$ cat src/rtl/timer_irq_ctrl.sv
// Timer with a single interrupt source and a three-state handshake to the pipeline.
//
// The timer is memory-mapped as three registers:
//   TH   0x4000_0000  reload value
//   TL   0x4000_0004  counter; on overflow it reloads from TH instead of wrapping
//   TCON 0x4000_0008  bit0 timer enable, bit1 interrupt enable, bit2 interrupt status
//
// The interrupt FSM moves IDLE -> PEND when status and enable are both set. It moves
// PEND -> KERNEL when the pipeline accepts the request, and KERNEL -> IDLE on eret.
//
// Ports:
//   clk, reset             clock (rising edge), asynchronous active-low reset
//   bus_addr/wdata/we/re   MEM-stage load/store bus
//   bus_rdata              combinational load data (0 when not a mapped read)
//   pipe_ready             pipeline is at a safe point to take an interrupt
//   irq_ack                pipeline has flushed and redirected to the handler
//   eret                   handler return executed
//   irq                    interrupt request (PEND and pipe_ready)
//   kernel                 handler in progress
//   irq_pending            interrupt latched but not yet taken
module timer_irq_ctrl (
  input  logic        clk,
  input  logic        reset,
  input  logic [31:0] bus_addr,
  input  logic [31:0] bus_wdata,
  input  logic        bus_we,
  input  logic        bus_re,
  output logic [31:0] bus_rdata,
  input  logic        pipe_ready,
  input  logic        irq_ack,
  input  logic        eret,
  output logic        irq,
  output logic        kernel,
  output logic        irq_pending
);

  localparam logic [31:0] AddrTh   = 32'h4000_0000;
  localparam logic [31:0] AddrTl   = 32'h4000_0004;
  localparam logic [31:0] AddrTcon = 32'h4000_0008;

  typedef enum logic [1:0] {
    StIdle,
    StPend,
    StKernel
  } state_e;

  logic [31:0] th_q, th_d;
  logic [31:0] tl_q, tl_d;
  logic [2:0]  tcon_q, tcon_d;
  state_e      state_q, state_d;

  logic wr_th, wr_tl, wr_tcon;
  logic overflow, ovf_set, irq_cond;

  assign wr_th   = bus_we && (bus_addr == AddrTh);
  assign wr_tl   = bus_we && (bus_addr == AddrTl);
  assign wr_tcon = bus_we && (bus_addr == AddrTcon);

  assign overflow = tcon_q[0] && (tl_q == 32'hFFFF_FFFF);
  assign ovf_set  = overflow && tcon_q[1];
  assign irq_cond = tcon_q[2] && tcon_q[1];

  // Register next-state. A bus write to TL beats the increment or reload, and the
  // overflow status is ORed into a same-cycle TCON write so it is never lost.
  always_comb begin
    th_d   = th_q;
    tl_d   = tl_q;
    tcon_d = tcon_q;
    if (wr_th) begin
      th_d = bus_wdata;
    end
    if (wr_tl) begin
      tl_d = bus_wdata;
    end else if (tcon_q[0]) begin
      tl_d = overflow ? th_q : tl_q + 32'd1;
    end
    if (wr_tcon) begin
      tcon_d = {bus_wdata[2] | ovf_set, bus_wdata[1:0]};
    end else begin
      tcon_d = {tcon_q[2] | ovf_set, tcon_q[1:0]};
    end
  end

  // Combinational read port.
  always_comb begin
    bus_rdata = '0;
    if (bus_re) begin
      if (bus_addr == AddrTh) begin
        bus_rdata = th_q;
      end else if (bus_addr == AddrTl) begin
        bus_rdata = tl_q;
      end else if (bus_addr == AddrTcon) begin
        bus_rdata = {29'd0, tcon_q};
      end
    end
  end

  // Interrupt FSM next-state and outputs.
  always_comb begin
    state_d     = state_q;
    irq         = 1'b0;
    kernel      = 1'b0;
    irq_pending = 1'b0;
    unique case (state_q)
      StIdle: begin
        if (irq_cond) begin
          state_d = StPend;
        end
      end
      StPend: begin
        irq_pending = 1'b1;
        irq         = pipe_ready;
        // Acceptance wins over a same-cycle drop of the request condition.
        if (pipe_ready && irq_ack) begin
          state_d = StKernel;
        end else if (!irq_cond) begin
          state_d = StIdle;
        end
      end
      StKernel: begin
        kernel = 1'b1;
        if (eret) begin
          state_d = StIdle;
        end
      end
      default: begin
        state_d = StIdle;
      end
    endcase
  end

  always_ff @(posedge clk or negedge reset) begin
    if (!reset) begin
      th_q    <= '0;
      tl_q    <= '0;
      tcon_q  <= '0;
      state_q <= StIdle;
    end else begin
      th_q    <= th_d;
      tl_q    <= tl_d;
      tcon_q  <= tcon_d;
      state_q <= state_d;
    end
  end

endmodule

$ cat config.mk
export PLATFORM = sky130hd
export DESIGN_NAME = timer_irq_ctrl
export DESIGN_NICKNAME = d
export VERILOG_FILES = /design/src/rtl/timer_irq_ctrl.sv
export SDC_FILE = /design/constraint.sdc
export NUM_CORES = 1
export LEC_CHECK = 0
export ABC_CLOCK_PERIOD_IN_PS = 3100
export CAP_MARGIN = 5
export CORE_UTILIZATION = 51
export DETAILED_ROUTE_END_ITERATION = 12
export PLACE_DENSITY = 0.91
export SLEW_MARGIN = 20
export SYNTH_ARGS = -nofsm -noshare
export SYNTH_HDL_FRONTEND = slang
export SYNTH_SLANG_ARGS = --single-unit
$ cat constraint.sdc
create_clock -name clk -period 3.1 [get_ports clk]
set_input_delay 0.62 -clock clk [delete_from_list [all_inputs] [get_ports clk]]
set_output_delay 0.62 -clock clk [all_outputs]
set_load 0.05 [all_outputs]
After elaboration in Yosys (flattened, before gate mapping)
Index checks and enable logic that the tools add are counted.
{"block": "totals", "ramBits": 0, "rom_bits": 0, "elab_cells": 43, "inputBits": 71, "latch_bits": 0, "memories": 0, "output_inout_bits": 35, "ff_bits": 69}
{"block": "op_classes", "addsub": 1, "div": 0, "n_lt_le_gt_ge": 0, "bitwise_logic": 2, "n_mul": 0, "mux": 16, "n_reduce_logical": 10, "n_shift": 0, "eq_ne": 9}
{"cell": "two-way mux 32 bit", "n": 6}
{"cell": "== test 32 x 31 -> 1 bit (second input constant)", "n": 3}
{"cell": "adder 32 x 1 -> 32 bit (second input constant)", "n": 1}
{"cell": "== test 32 bit (second input constant)", "n": 1}
{"cell": "two-way mux 2 bit", "n": 4}
{"cell": "logical AND 1 bit", "n": 7}
{"cell": "two-way mux 3 bit", "n": 2}
{"cell": "one-hot mux 2 bit (3 select lines)", "n": 1}
{"cell": "!= test 2 bit (second input constant)", "n": 2}
{"cell": "two-way mux 1 bit", "n": 3}
{"cell": "!= test 3 bit (second input constant)", "n": 1}
{"cell": "AND reduction 3 bit", "n": 1}
{"cell": "== test 2 x 1 -> 1 bit (second input constant)", "n": 1}
{"cell": "== test 2 bit (second input constant)", "n": 1}
{"cell": "logical NOT 2 bit", "n": 1}
{"cell": "OR 1 bit", "n": 2}
{"cell": "nonzero test 2 bit", "n": 1}

Longest topological paths before layout
Gate-level depths: netlist of the first run.
{"block": "depth", "ltp_word": 5, "depth_mapped": 7, "ltp_nobuf": 6}

Worst setup path after synthesis of the first run
No wires, ideal clock.
{"block": "synth_path", "kind": "input to output", "from": "input port bus_addr[6]", "to": "output port bus_rdata[10]", "path_buffers": 1, "t_arrival_ns": 2.758, "slack_ns": -0.278, "path_stages": 6, "cell_sequence": "nor4_1 nand4_1 nor4_1 clkbuf_1 a22oi_1 nor2b_1"}
{"block": "synth_between", "elab_chain_len": 4, "word_cells_on_any_way": 5, "cone_classes": "eq/ne (2); mux (3)"}
{"item": "start, declared", "line": "24", "source": "input logic [31:0] bus_addr,"}
{"item": "== test 32 x 31 -> 1 bit", "line": "90", "source": "end else if (bus_addr == AddrTl) begin"}
{"item": "two-way mux 32 bit", "line": "90"}
{"item": "two-way mux 32 bit (*)", "line": "88", "source": "if (bus_addr == AddrTh) begin"}
{"item": "two-way mux 32 bit (*)", "line": "87", "source": "if (bus_re) begin"}
{"item": "end, declared", "line": "28", "source": "output logic [31:0] bus_rdata,"}
Mark *: on every way between the ends. The rest lies on a longest branch, timed or not.

Worst setup path in the final report of the first run
{"block": "layout_path", "from": "input port bus_addr[9]", "to": "output port bus_rdata[21]"}
Same word-level chain as after synthesis.

==> results of run 1 <==
==> per-stage QoR <==
step | instance area (µm²) | setup slack (ns) | cells | hold WS (ns)
detailed placement | 6440 | -0.418 | 705 | 0.449
floorplan | 4830 | 0.00696 | 498 | 0.324
global placement | 6440 | -0.210 | 705 | 0.434
global route | 7030 | -0.0618 | 734 | 0.405
CTS | 6990 | 0.00386 | 733 | 0.379
finish | 7030 | 0.00124 | 734 | 0.342
==> sequential cells by signal, summed over array words and instances (netlist names) <==
signal / flops
state_q: 2
tcon_q: 3
th_q: 32
tl_q: 32
==> critical path: stages <==
cell	delay [ns]
buf_2	0.11
nor4_4	0.30
nand4_1	0.17
buf_6	0.17
buf_12	0.12
nor4_4	0.15
buf_6	0.18
buf_12	0.13
clkbuf_16	0.14
a22oi_2	0.08
nor2b_4	0.18
buf_12	0.15
==> synth_stat cells (3+ instances only) <==
library cell  count
clkbuf_1         22
nor4_1           19
a31oi_1           6
buf_2            11
o2111ai_1         4
or4_1             5
nand4_1          20
inv_1            15
nand3_1          21
a21oi_1          15
nor2_1           15
o31ai_2           6
mux2_1           32
dfrtp_1          69
o31a_1            3
nor2b_1          42
o21ai_0           7
and4_1            4
nor3_1            7
nand2_1          37
and3_1            4
nor4_2            3
o21ai_1          16
a22oi_1          30
o211ai_1          4
mux2i_1          22
o311ai_1          3
and2_1            4
xor2_1            5
o31ai_1           5
==> final cells by class <==
type / instances / area, µm²
well taps: 108 / 135
inverters: 16 / 60.1
repair buffers: 147 / 1760
clock inverters: 6 / 47.5
fillers: 505 / 1740
flip-flops and latches: 69 / 1730
clock buffers: 10 / 128
multi-input cells: 378 / 3170
==> logic make-up after synthesis <==
logic type                 count (synthesis)
AOI/OAI and AO/OA                        120
xor gates and xnor gates                   7
adders and majority gates                  1
buffers and inverters                     51
DFF                                       69
muxes                                     55
and+or+nand+nor                          195
==> layer usage <==
| layer | GRT usage, % | vias up | wire length (µm) |
|---|---|---|---|
| met4 | 22.1 | 0 | 983 |
| met2 | 62.8 | 394 | 8850 |
| met5 | 0 | - | 0 |
| met3 | 7.99 | 112 | 1690 |
| met1 | 44.3 | 2498 | 6270 |
| li1 | - | 2157 | - |
==> power breakdown <==
group	switching [mW]	internal, mW
combinational	0.0941	0.102
sequential	0.00225	0.902
clock	0.396	0.296
total	0.492	1.30
==> timing repair <==
action,in CTS,in global routing
setup buffers,9,1
hold buffers,0,0
resized for setup,110,52
gates cloned,3,1
pin swaps,13,10
setup endpoints to repair,32,32
==> worst paths after layout <==
kind                             startpoint            end  slack, ns  depth (start not counted)
worst min-delay path                  reset       th_q[28]       0.34                          1
worst min register to register   state_q[1]     state_q[0]       0.46                          1
worst max-delay path            bus_addr[9]  bus_rdata[21]      0.001                         12
worst max register to register     tl_q[24]        tl_q[4]       0.31                          5
max in group asynchronous             reset        tl_q[6]       2.08                          2
min in group clk                 state_q[1]     state_q[0]       0.46                          1
==> impl.org, run 1 <==
** Clock tree
- CTS tree :: yes
- The clock drives 69 sinks.
- Clock tree synthesis selected as its root buffer the cell clkbuf_8.
- Number of buffers created by CTS :: 9
- Clock Latency Late Sink :: 0.36 ns
- The clock passes through at most 2 buffers.
- After clock tree synthesis, the clock-pin slew on the worst setup and hold paths is 0.08 ns.
- The H-tree was split into 3 levels.

** Floorplan
- Die Height :: 97.3 µm
- Once the floorplan was initialized, standard cells occupied 52.8% of the core.
- Die width :: 97.3 µm
- I/O pin cnt :: 106
- The region available for standard cell placement spans 8760 µm².
- DIE AREA :: 9460 µm²
- The floorplan has 34 rows.

** Yosys
- Area share of fa/ha/maj cells after synthesis :: 0.270%
- The most used flip-flop cell after synthesis is dfrtp_1.
- Post-Synthesis Cell Area :: 4630 µm²
- A synthesized cell averages 9.29 µm².
- Share of synthesized area occupied by flip-flops and latches :: 37.3%
- Counting distinct cell types in the post-synthesis netlist gives 64.
- Async set-reset flop share out of synthesis :: 100%
- The largest total area in the synthesized netlist belongs to dfrtp_1.
- In this run the biggest area consumer among cell types represents 37.3% of the synthesized area.
- Yosys printed 0 warnings.
- Sorting the synthesized cells by area gives the leading types as dfrtp_1, mux2_1, nor2b_1.
- The synthesized design contains 69 register bits.
- Synth Area in Simple Gates :: 25.0%
- Combinational family with the most area after synthesis :: simple AND/OR/NAND/NOR gates
- Synthesized instance count :: 498
- The synthesized netlist devotes 18.8% of its cell area to compound gates.
- Net Count, Synth :: 570
- In this run, synthesis inferred 0 flip-flops with an integrated enable.
- The portion of synthesized area spent on multiplexers is 12.8%.
- The synthesized netlist devotes 1.32% of its cell area to XOR and XNOR gates.

** STA
- Final hold violation count :: 0
- Finish-stage setup viols :: 0
- Between clock sinks in the finished design, the worst skew comes to 0.0129 ns.
- Setup repair after global routing could not meet its margin everywhere.
- After layout, the minimum clock period comes to 3.10 ns.
- TNS Setup :: 0 ns
- Portion of the clock cycle consumed by the worst path in the final layout :: 100%
- Final Slew Violations :: 0
- Actual transition at the worst max-transition pin :: 0.818 ns
- Max transition margin :: 44.9%
- Fmax :: 323 MHz

** Global route
- Global routing used 37.5% of the available tracks across all layers.
- Antenna violations before repair :: 0
- The first global-routing pass estimated 28100 µm of wire.
- The via count of the first global-routing pass came to 5330.
- Entering global routing, the biggest net connects 37 pins.
- For this run the aggregate overflow at the end of global routing stands at 0.

** Run status
- The flow ran to the end, and the final reports show no timing, DRC or antenna violations.

** Drt
- After detailed routing, the average wire length per cell comes to 24.2 µm.
- After detailed routing, the total wire length is 17800 µm.
- Vias per Instance :: 7.03
- Iteration-0 DRC count of the detailed router :: 580
- In the routed design, unresolved DRC markers number 0.
- The first TritonRoute pass finished after 6 iterations.
- Via Count :: 5161
- Antenna Nets Post-Route :: 0

** Pwr
- Static Leak :: 2.95 nW
- Power spread over the standard cell area amounts to 255 nW/µm².
- Highest ir drop seen on vdd :: 0.256 mV
- Power, Total :: 1.79 mW

** Finish
- Number of antenna cells inserted :: 0
- Final nets :: 693
- Area growth from synthesis to final layout :: 51.9%
- Fraction of layout cells with a size suffix above 1 :: 31.8%
- Commonest non-fill, non-tap cell in the layout :: dfrtp_1
- For this run, the share of the core covered by cells in the final layout is 80.2%.
- Leading cell types in the layout, fill and taps excluded :: dfrtp_1, clkdlybuf4s50_1, nand2_1, buf_12, mux2_1

** Critical path
- The worst setup path is captured at a primary output.
- Critical path data arrival time :: 2.48 ns
- Critical path start-end classification :: primary input to primary output
- In this run the worst path has a maximum fanout of 5.
- STA classifies the critical path startpoint as a primary input.
- Data required time at the worst endpoint :: 2.48 ns

** Min path
- Worst hold-check path type :: primary input to async pin

** Place
- Buffers placed on the I/O ports in this run total 105.
- Detail Placement HPWL :: 11000 µm
- The congestion estimate from routability-driven global placement came to 0.888.

** Flow run
- The tool flagged a number of max-cap violations equal to 0.
No activity file was read; power rests on OpenSTA's default activity.
==> run 2: changes to the inputs <==
--- a/config.mk
+++ b/config.mk
@@ -5,11 +5,11 @@
 export SDC_FILE = /design/constraint.sdc
 export NUM_CORES = 1
 export LEC_CHECK = 0
-export ABC_CLOCK_PERIOD_IN_PS = 3100
+export ABC_CLOCK_PERIOD_IN_PS = 2800
 export CAP_MARGIN = 5
-export CORE_UTILIZATION = 51
+export CORE_UTILIZATION = 46
 export DETAILED_ROUTE_END_ITERATION = 12
-export PLACE_DENSITY = 0.91
+export PLACE_DENSITY = 0.87
 export SLEW_MARGIN = 20
 export SYNTH_ARGS = -nofsm -noshare
 export SYNTH_HDL_FRONTEND = slang
==> constraint.sdc (replaced) <==
create_clock -name clk -period 2.8 [get_ports clk]
set_input_delay 0.56 -clock clk [delete_from_list [all_inputs] [get_ports clk]]
set_output_delay 0.56 -clock clk [all_outputs]
set_load 0.05 [all_outputs]
==> run 2 against run 1 <==
Non-clock buffer count stayed put. Flip-flop and latch count is the same. Combinational power grew 10%. Largest cell class unchanged. Register-to-register slack improved by 0.06 ns. Sequential share of layout area down 0.17 points. Utilization down 7.8 points. Highest routed layer unchanged. Sequential power increased by 11%. Final cell count grew 3.4%. The run now ends with setup timing left.
==> impl.org, run 2 (synthesized netlist as in run 1, its figures left out) <==
** Clock tree
- Deepest clock path buffer count :: 2 (unchanged)
- Register clock-pin slew on the reported worst setup and hold paths :: 0.08 ns (about the same)
- Clock sink count :: 69 (unchanged)
- The number of H-tree branching levels was 3 (unchanged).
- Clock tree root driver cell :: clkbuf_8 (unchanged)
- Hold_buf cts :: 0 (unchanged)
- Number of buffers created by CTS :: 9 (unchanged)
- The clock latency of the later-clocked register in the worst-skew pair was 0.37 ns (was 0.36 ns).
- CTS tree :: yes (unchanged)

** Min path
- Worst hold-check path type :: primary input to async pin (unchanged)

** Place
- The cell total after placement is 733 (was 705).
- Total of buffers placed on input and output ports :: 105 (unchanged)
- Detail Placement HPWL :: 10500 µm (was 11000 µm)
- Pre-CTS setup slack :: -0.517 ns (was -0.418 ns)
- The placer congestion estimate is 0.920 (was 0.888).

** Drt
- The post-route DRC violation count was 0 (unchanged).
- The total routed wirelength came to 16800 µm (was 17800 µm).
- Antenna Nets Post-Route :: 0 (unchanged)
- The number of DRC violations after detailed-routing iteration 0 is 474 (was 580).
- The count of vias placed by the detailed router came to 4979 (was 5161).
- The number of optimization iterations in the first detailed-route pass was 5 (was 6).
- Vias per Instance :: 6.56 (was 7.03)
- Per-cell routed wire length :: 22.2 µm (was 24.2 µm)

** Floorplan
- The die span in y came to 102 µm (was 97.3 µm).
- Core Region :: 9770 µm² (was 8760 µm²)
- Starting density of the core :: 47.4% (was 52.8%)
- I/O pin cnt :: 106 (unchanged)
- DIE AREA :: 10500 µm² (was 9460 µm²)
- The standard-cell row count came to 36 (was 34).
- The width of the die came to 102 µm (was 97.3 µm).

** STA
- Shortest clock period the worst path allows after layout :: 2.90 ns
- Portion of the clock cycle consumed by the worst path in the final layout :: 104%
- Finish-stage setup viols :: 29 (was 0)
- Max transition margin :: 51.7% (was 44.9%)
- RSZ-0062 raised after global routing :: yes (unchanged)
- The clock skew after layout came to 0.0132 ns (was 0.0129 ns).
- PnR worst setup slack :: -0.0986 ns (was 0.00124 ns)
- The final number of max-transition violations came to 0 (unchanged).
- Final hold violation count :: 0 (unchanged)
- Actual transition at the worst max-transition pin :: 0.718 ns (was 0.818 ns)
- Fmax :: 345 MHz

** Pwr
- Internal power component :: 1.62 mW (was 1.30 mW)
- The leakage power is 2.94 nW (was 2.95 nW).
- Net switching power :: 0.553 mW (was 0.492 mW)
- Fraction of power consumed by combinational cells :: 10.0% (was 10.9%)
- The total power was 2.17 mW (was 1.79 mW).
- Highest ir drop seen on vdd :: 0.227 mV (was 0.256 mV)
- The share of power burned in the clock network is 43.9% (was 38.6%).
- The switching portion of total power came to 25.5% (was 27.5%).
- The power per cell area is 307 nW/µm² (was 255 nW/µm²).
- Part of the power in registers :: 46.1% (was 50.5%)

** Global route
- Antenna violations before repair :: 0 (unchanged)
- The largest net degree at the start of global routing was 70 (was 37).
- GR Util All Layers :: 33.8% (was 37.5%)
- Vias in the first global route :: 5076 (was 5330)
- Wire length of the first global-routing pass :: 26500 µm (was 28100 µm)
- The overall overflow remaining after global route came to 0 (unchanged).

** Critical path
- The critical path arrival is 2.34 ns (was 2.48 ns).
- Reg-to-reg endpoint :: tl_q[24] (was tl_q[4])
- Critical-path maximum fanout :: 8 (was 5)
- Launching element of the worst setup path :: bus_addr[6] (was bus_addr[9])
- Crit start category :: primary input (unchanged)
- Critical path start-end classification :: primary input to primary output (unchanged)
- R2R setup slack :: 0.37 ns (was 0.31 ns)
- The reg-to-reg startpoint was tl_q[9] (was tl_q[24]).
- The endpoint required time on the critical path is 2.24 ns (was 2.48 ns).
- The sort of element at the end of the critical path is a primary output (unchanged).
- The cell count of the worst reg-to-reg path came to 5 (unchanged).

** Run status
- Result of the run :: complete, but fails checks (was complete, no violations)
- Violations in the final reports :: setup timing

** Finish
- The number of nets at the end of the flow is 693 (unchanged).
- Commonest non-fill, non-tap cell in the layout :: dfrtp_1 (unchanged)
- Number of antenna cells inserted :: 0 (unchanged)
- The signed area change from the synthesized netlist to the final layout is 52.9% (was 51.9%).
- Number of non-filler instances in the completed layout :: 759 (was 734)
- Biggest regs :: th_q x32, tl_q x32, tcon_q x3 (unchanged)
- Leading cell types in the layout, fill and taps excluded :: dfrtp_1, clkdlybuf4s50_1, nand2_1 (was dfrtp_1, clkdlybuf4s50_1, nand2_1, buf_12, mux2_1)
- The fraction of final layout cells with drive strength greater than 1 came to 32.6% (was 31.8%).

** Flow run
- Reported max-cap violation count :: 0 (unchanged)
==> run 2: cell count changes in the layout (fill, tap and decap cells not counted), moves of 2 or more <==
cell and delta:
buf_4 +3, a21oi_1 -3, nor2_2 -2, clkinv_4 -2, buf_2 +6, nor4_2 +2, clkbuf_2 -8, a21oi_2 +3
nor4_4 -2, bufinv_16 +2
==> run 2: worst max path at each step <==
stage	endpoint	slack [ns]	cells past startpoint
floorplan	bus_rdata[2]	-0.04	5
global placement	bus_rdata[14]	-0.41	9
detailed placement	bus_rdata[26]	-0.52	9
CTS	bus_rdata[24]	0.0004	11
global route	bus_rdata[31]	-0.13	10
finish	bus_rdata[31]	-0.1	10
==> run 2: area by class of cell <==
type / count / area, µm²
repair buffers: 147 / 1720
fillers: 662 / 2700
flip-flops and latches: 69 / 1730
well taps: 133 / 166
multi-input cells: 378 / 3180
inverters: 16 / 60.1
clock inverters: 7 / 97.6
clock buffers: 9 / 124
==> run 2: worst max-delay path: stages <==
cell,delay (ns)
buf_8,0.10
nor4_4,0.32
nand4_1,0.17
buf_4,0.18
nor4_4,0.25
buf_4,0.20
buf_12,0.16
a22oi_2,0.07
nor2b_2,0.17
buf_12,0.15
==> run 2: power groups by stage <==
stage	clock (mW)	combinational, mW	sequential (mW)
final	0.954	0.216	1.00
after global routing	0.994	0.227	1.00
after CTS	0.932	0.211	1.00
after detailed placement	0	0.213	1.02
after global placement	0	0.207	1.02
after floorplan	0	0.0562	1.02
==> run 2: per-layer routing <==
| layer | routed length [µm] | GRT usage [%] | share of wire [%] | up-vias |
|---|---|---|---|---|
| met3 | 1490 | 6.84 | 8.9 | 88 |
| met4 | 945 | 23.1 | 5.6 | 0 |
| li1 | - | - | - | 2140 |
| met2 | 8290 | 54.7 | 49 | 337 |
| met5 | 0 | 0 | 0 | - |
| met1 | 6100 | 40.7 | 36 | 2414 |
==> run 2: stage by stage <==
stage / setup TNS, ns / hold WS [ns] / util (%) / area [µm²]
floorplan: -1.09 / 0.264 / - / 4850
global placement: -19.98 / 0.432 / 66.4 / 6490
detailed placement: -27.59 / 0.445 / 66.4 / 6490
CTS: 0 / 0.243 / 72.6 / 7100
global route: -3.16 / 0.234 / 72.4 / 7080
finish: -2.01 / 0.180 / 72.4 / 7080
==> run 2: what timing repair did <==
item,in CTS,in global routing
cloned,5,0
resized for setup,152,22
setup buffers,8,2
setup endpoints to repair,64,32
pin swaps,13,11
==> run 3: changes to the inputs <==
--- a/config.mk
+++ b/config.mk
@@ -5,11 +5,12 @@
 export SDC_FILE = /design/constraint.sdc
 export NUM_CORES = 1
 export LEC_CHECK = 0
-export ABC_CLOCK_PERIOD_IN_PS = 2800
+export ABC_CLOCK_PERIOD_IN_PS = 3700
 export CAP_MARGIN = 5
-export CORE_UTILIZATION = 46
+export CORE_UTILIZATION = 55
+export CTS_CLUSTER_SIZE = 20
 export DETAILED_ROUTE_END_ITERATION = 12
-export PLACE_DENSITY = 0.87
+export PLACE_DENSITY = 0.95
 export SLEW_MARGIN = 20
 export SYNTH_ARGS = -nofsm -noshare
 export SYNTH_HDL_FRONTEND = slang
==> constraint.sdc (replaced) <==
create_clock -name clk -period 3.7 [get_ports clk]
set_input_delay 0.74 -clock clk [delete_from_list [all_inputs] [get_ports clk]]
set_output_delay 0.74 -clock clk [all_outputs]
set_load 0.05 [all_outputs]
==> run 3 against run 2 <==
The flow still finishes with violations (setup timing). Worst setup slack better by 0.018 ns. Power shrank 32%. Hold slack improved by 0.28 ns. Cell area is 9.1% lower. Critical path depth is the same. Sequential share of layout area up 2.5 points. Non-clock buffer count shrank 24. Global-route usage increased by 1.7 points.
==> impl.org, run 3 (synthesized netlist as in run 1, its figures left out) <==
** Finish
- Total area of sequential cells :: 1730 µm² (unchanged)
- Area of the multi-input gates :: 2780 µm² (was 3180 µm²)
- The fraction of final layout cells with drive strength greater than 1 was 15.3% (was 32.6%).
- The number of nets at the end of the flow was 669 (was 693).
- Commonest non-fill, non-tap cell in the layout :: clkdlybuf4s50_1 (was dfrtp_1)
- Biggest regs :: th_q x32, tl_q x32, tcon_q x3 (unchanged)
- Leading cell types in the layout, fill and taps excluded: clkdlybuf4s50_1, dfrtp_1, nor2b_1 (was dfrtp_1, clkdlybuf4s50_1, nand2_1).
- The number of diodes came to 0 (unchanged).
- Number of non-filler instances in the completed layout :: 705 (was 759)
- The share of the core filled with cells in the final layout was 78.7% (was 72.4%).
- Area growth from synthesis to final layout :: 38.9% (was 52.9%)
- The number of fill cells in the layout is 452 (was 662).

** Floorplan
- Row Count :: 33 (was 36)
- Die width :: 93.7 µm (was 102 µm)
- The overall die area is 8790 µm² (was 10500 µm²).
- The core region area is 8180 µm² (was 9770 µm²).
- The top-level I/O count is 106 (unchanged).
- Starting density of the core :: 56.6% (was 47.4%)
- Die Height :: 93.7 µm (was 102 µm)

** Global route
- Remaining global-route overflow :: 0 (unchanged)
- The initial antenna violation count came to 0 (unchanged).
- The largest net degree at the start of global routing came to 36 (was 70).
- GR Util All Layers :: 35.6% (was 33.8%)
- Vias in the first global route :: 4928 (was 5076)
- The first-pass GRT wire length is 24300 µm (was 26500 µm).

** Drt
- Vias per Instance :: 7.26 (was 6.56)
- The total routed wirelength came to 16400 µm (was 16800 µm).
- The count of vias placed by the detailed router came to 5120 (was 4979).
- The number of nets still failing antenna checks after routing came to 0 (unchanged).
- The number of optimization iterations in the first detailed-route pass came to 7 (was 5).
- Number of design rule violations left after detail routing :: 0 (unchanged)
- The number of DRC violations after detailed-routing iteration 0 is 784 (was 474).
- The mean routed wirelength per cell came to 23.2 µm (was 22.2 µm).

** Min path
- Worst hold-check path type :: flop to flop (was primary input to async pin)
- Worst Hold Path Cells :: 1
- The worst hold path terminates at state_q[0].
- The startpoint identified for the worst hold timing path is state_q[1].

** Clock tree
- The maximum clock path buffer count is 2 (unchanged).
- CTS tree :: yes (unchanged)
- The count of hold buffers inserted by post-cts repair came to 0 (unchanged).
- The number of CTS-inserted buffers was 9 (unchanged).
- Deepest level of the CTS H-tree :: 3 (unchanged)
- Clock Latency Late Sink :: 0.36 ns (was 0.37 ns)
- The clock sink count is 69 (unchanged).
- Register clock-pin slew on the reported worst setup and hold paths :: 0.07 ns (was 0.08 ns)
- The master cell of the clock root buffer was clkbuf_8 (unchanged).

** STA
- Final Slew Violations :: 0 (unchanged)
- The number of hold violations in the final report came to 0 (unchanged).
- After layout, the worst path uses 102% of the clock period.
- Shortest clock period the worst path allows after layout :: 3.78 ns
- The worst setup slack after layout came to -0.0807 ns (was -0.0986 ns).
- RSZ-0062 raised after global routing: yes (unchanged).
- Static timing analysis puts the maximum clock frequency at 264 MHz.
- The worst-case headroom to the max-slew limit was 40.0% (was 51.7%).
- The transition at the pin with the smallest max-transition slack is 0.893 ns (was 0.718 ns).
- Finish-stage setup viols :: 16 (was 29)
- The clock skew after layout is 0.00725 ns (was 0.0132 ns).

** Run status
- Violations in the final reports: setup timing (unchanged).
- Result of the run: complete, but fails checks (unchanged).

** Place
- Routability congestion estimate :: 0.967 (was 0.920)
- Total of buffers placed on input and output ports :: 105 (unchanged)
- Instance count after placement with tap cells included :: 683 (was 733)
- Detail Placement HPWL :: 10200 µm (was 10500 µm)
- Pre-CTS setup slack :: -0.156 ns (was -0.517 ns)

** Critical path
- The largest driver fanout on the critical path is 9 (was 8).
- Reg-to-reg endpoint :: tl_q[5] (was tl_q[24])
- Critical path endpoint category :: primary output (unchanged)
- The critical path arrival was 3.04 ns (was 2.34 ns).
- The reg-to-reg startpoint is tl_q[9] (unchanged).
- FF-to-FF path depth :: 5 (unchanged)
- Crit start category :: primary input (unchanged)
- The flop-to-flop setup slack was 0.72 ns (was 0.37 ns).
- Data required time at the worst endpoint :: 2.96 ns (was 2.24 ns)
- Launching element of the worst setup path :: bus_addr[25] (was bus_addr[6])
- Critical path start-end classification :: primary input to primary output (unchanged)

** Pwr
- The leakage power is 2.63 nW (was 2.94 nW).
- The power per cell area came to 228 nW/µm² (was 307 nW/µm²).
- Highest ir drop seen on vdd :: 0.224 mV (was 0.227 mV)
- The total power is 1.47 mW (was 2.17 mW).

** Flow run
- The number of maximum-capacitance constraint violations is 0 (unchanged).
[run 3: worst max-delay path by stage]
| stage | endpoint | slack [ns] | depth (start not counted) |
|---|---|---|---|
| finish | bus_rdata[9] | -0.08 | 10 |
| global route | bus_rdata[31] | -0.08 | 10 |
| CTS | bus_rdata[16] | 0.01 | 9 |
| detailed placement | bus_rdata[16] | -0.16 | 8 |
| global placement | bus_rdata[18] | 0.06 | 8 |
| floorplan | bus_rdata[10] | 0.08 | 6 |
[run 3: worst max-delay path, cell delays in order]
cell and delay [ns]:
clkdlybuf4s50_1 0.44, nor4_2 0.35, nand4_1 0.14, buf_4 0.19
nor4_4 0.31, buf_4 0.21, buf_6 0.17, a22oi_1 0.09
nor2b_1 0.22, buf_12 0.17
[run 3: stage by stage]
stage | TNS, ns | hold WS [ns] | instance area [µm²]
3_3_place_gp | 0 | 0.431 | 6100
2_1_floorplan | 0 | 0.416 | 4630
6_report | -0.635 | 0.460 | 6430
3_5_place_dp | -3.21 | 0.456 | 6100
5_1_grt | -1.46 | 0.481 | 6430
4_1_cts | 0 | 0.460 | 6290
[run 3: final cells by class]
class	count	area share, %
flip-flops and latches	69	26.9
multi-input cells	378	43.2
clock buffers	12	2.41
clock inverters	2	0.156
well taps	105	2.04
inverters	16	0.934
repair buffers	123	24.4
[run 3: per-layer routing]
metal | up-vias | track usage, % | routed length (µm)
li1 | 2093 | - | -
met1 | 2402 | 41.6 | 5650
met2 | 472 | 59.2 | 7710
met3 | 153 | 8.01 | 1920
met4 | 0 | 21.7 | 1080
met5 | - | 0 | 0
[run 3: timing repair]
item	CTS	global route
endpoints found under the hold margin	0	0
pin swaps	1	5
resized for setup	1	20
endpoints found under the setup margin	29	32
cloned	0	3
buffers inserted	2	3
[run 3: report_power, final]
part,internal [mW],switching [mW]
combinational,0.0867,0.0720
sequential,0.756,0.00197
clock,0.270,0.280
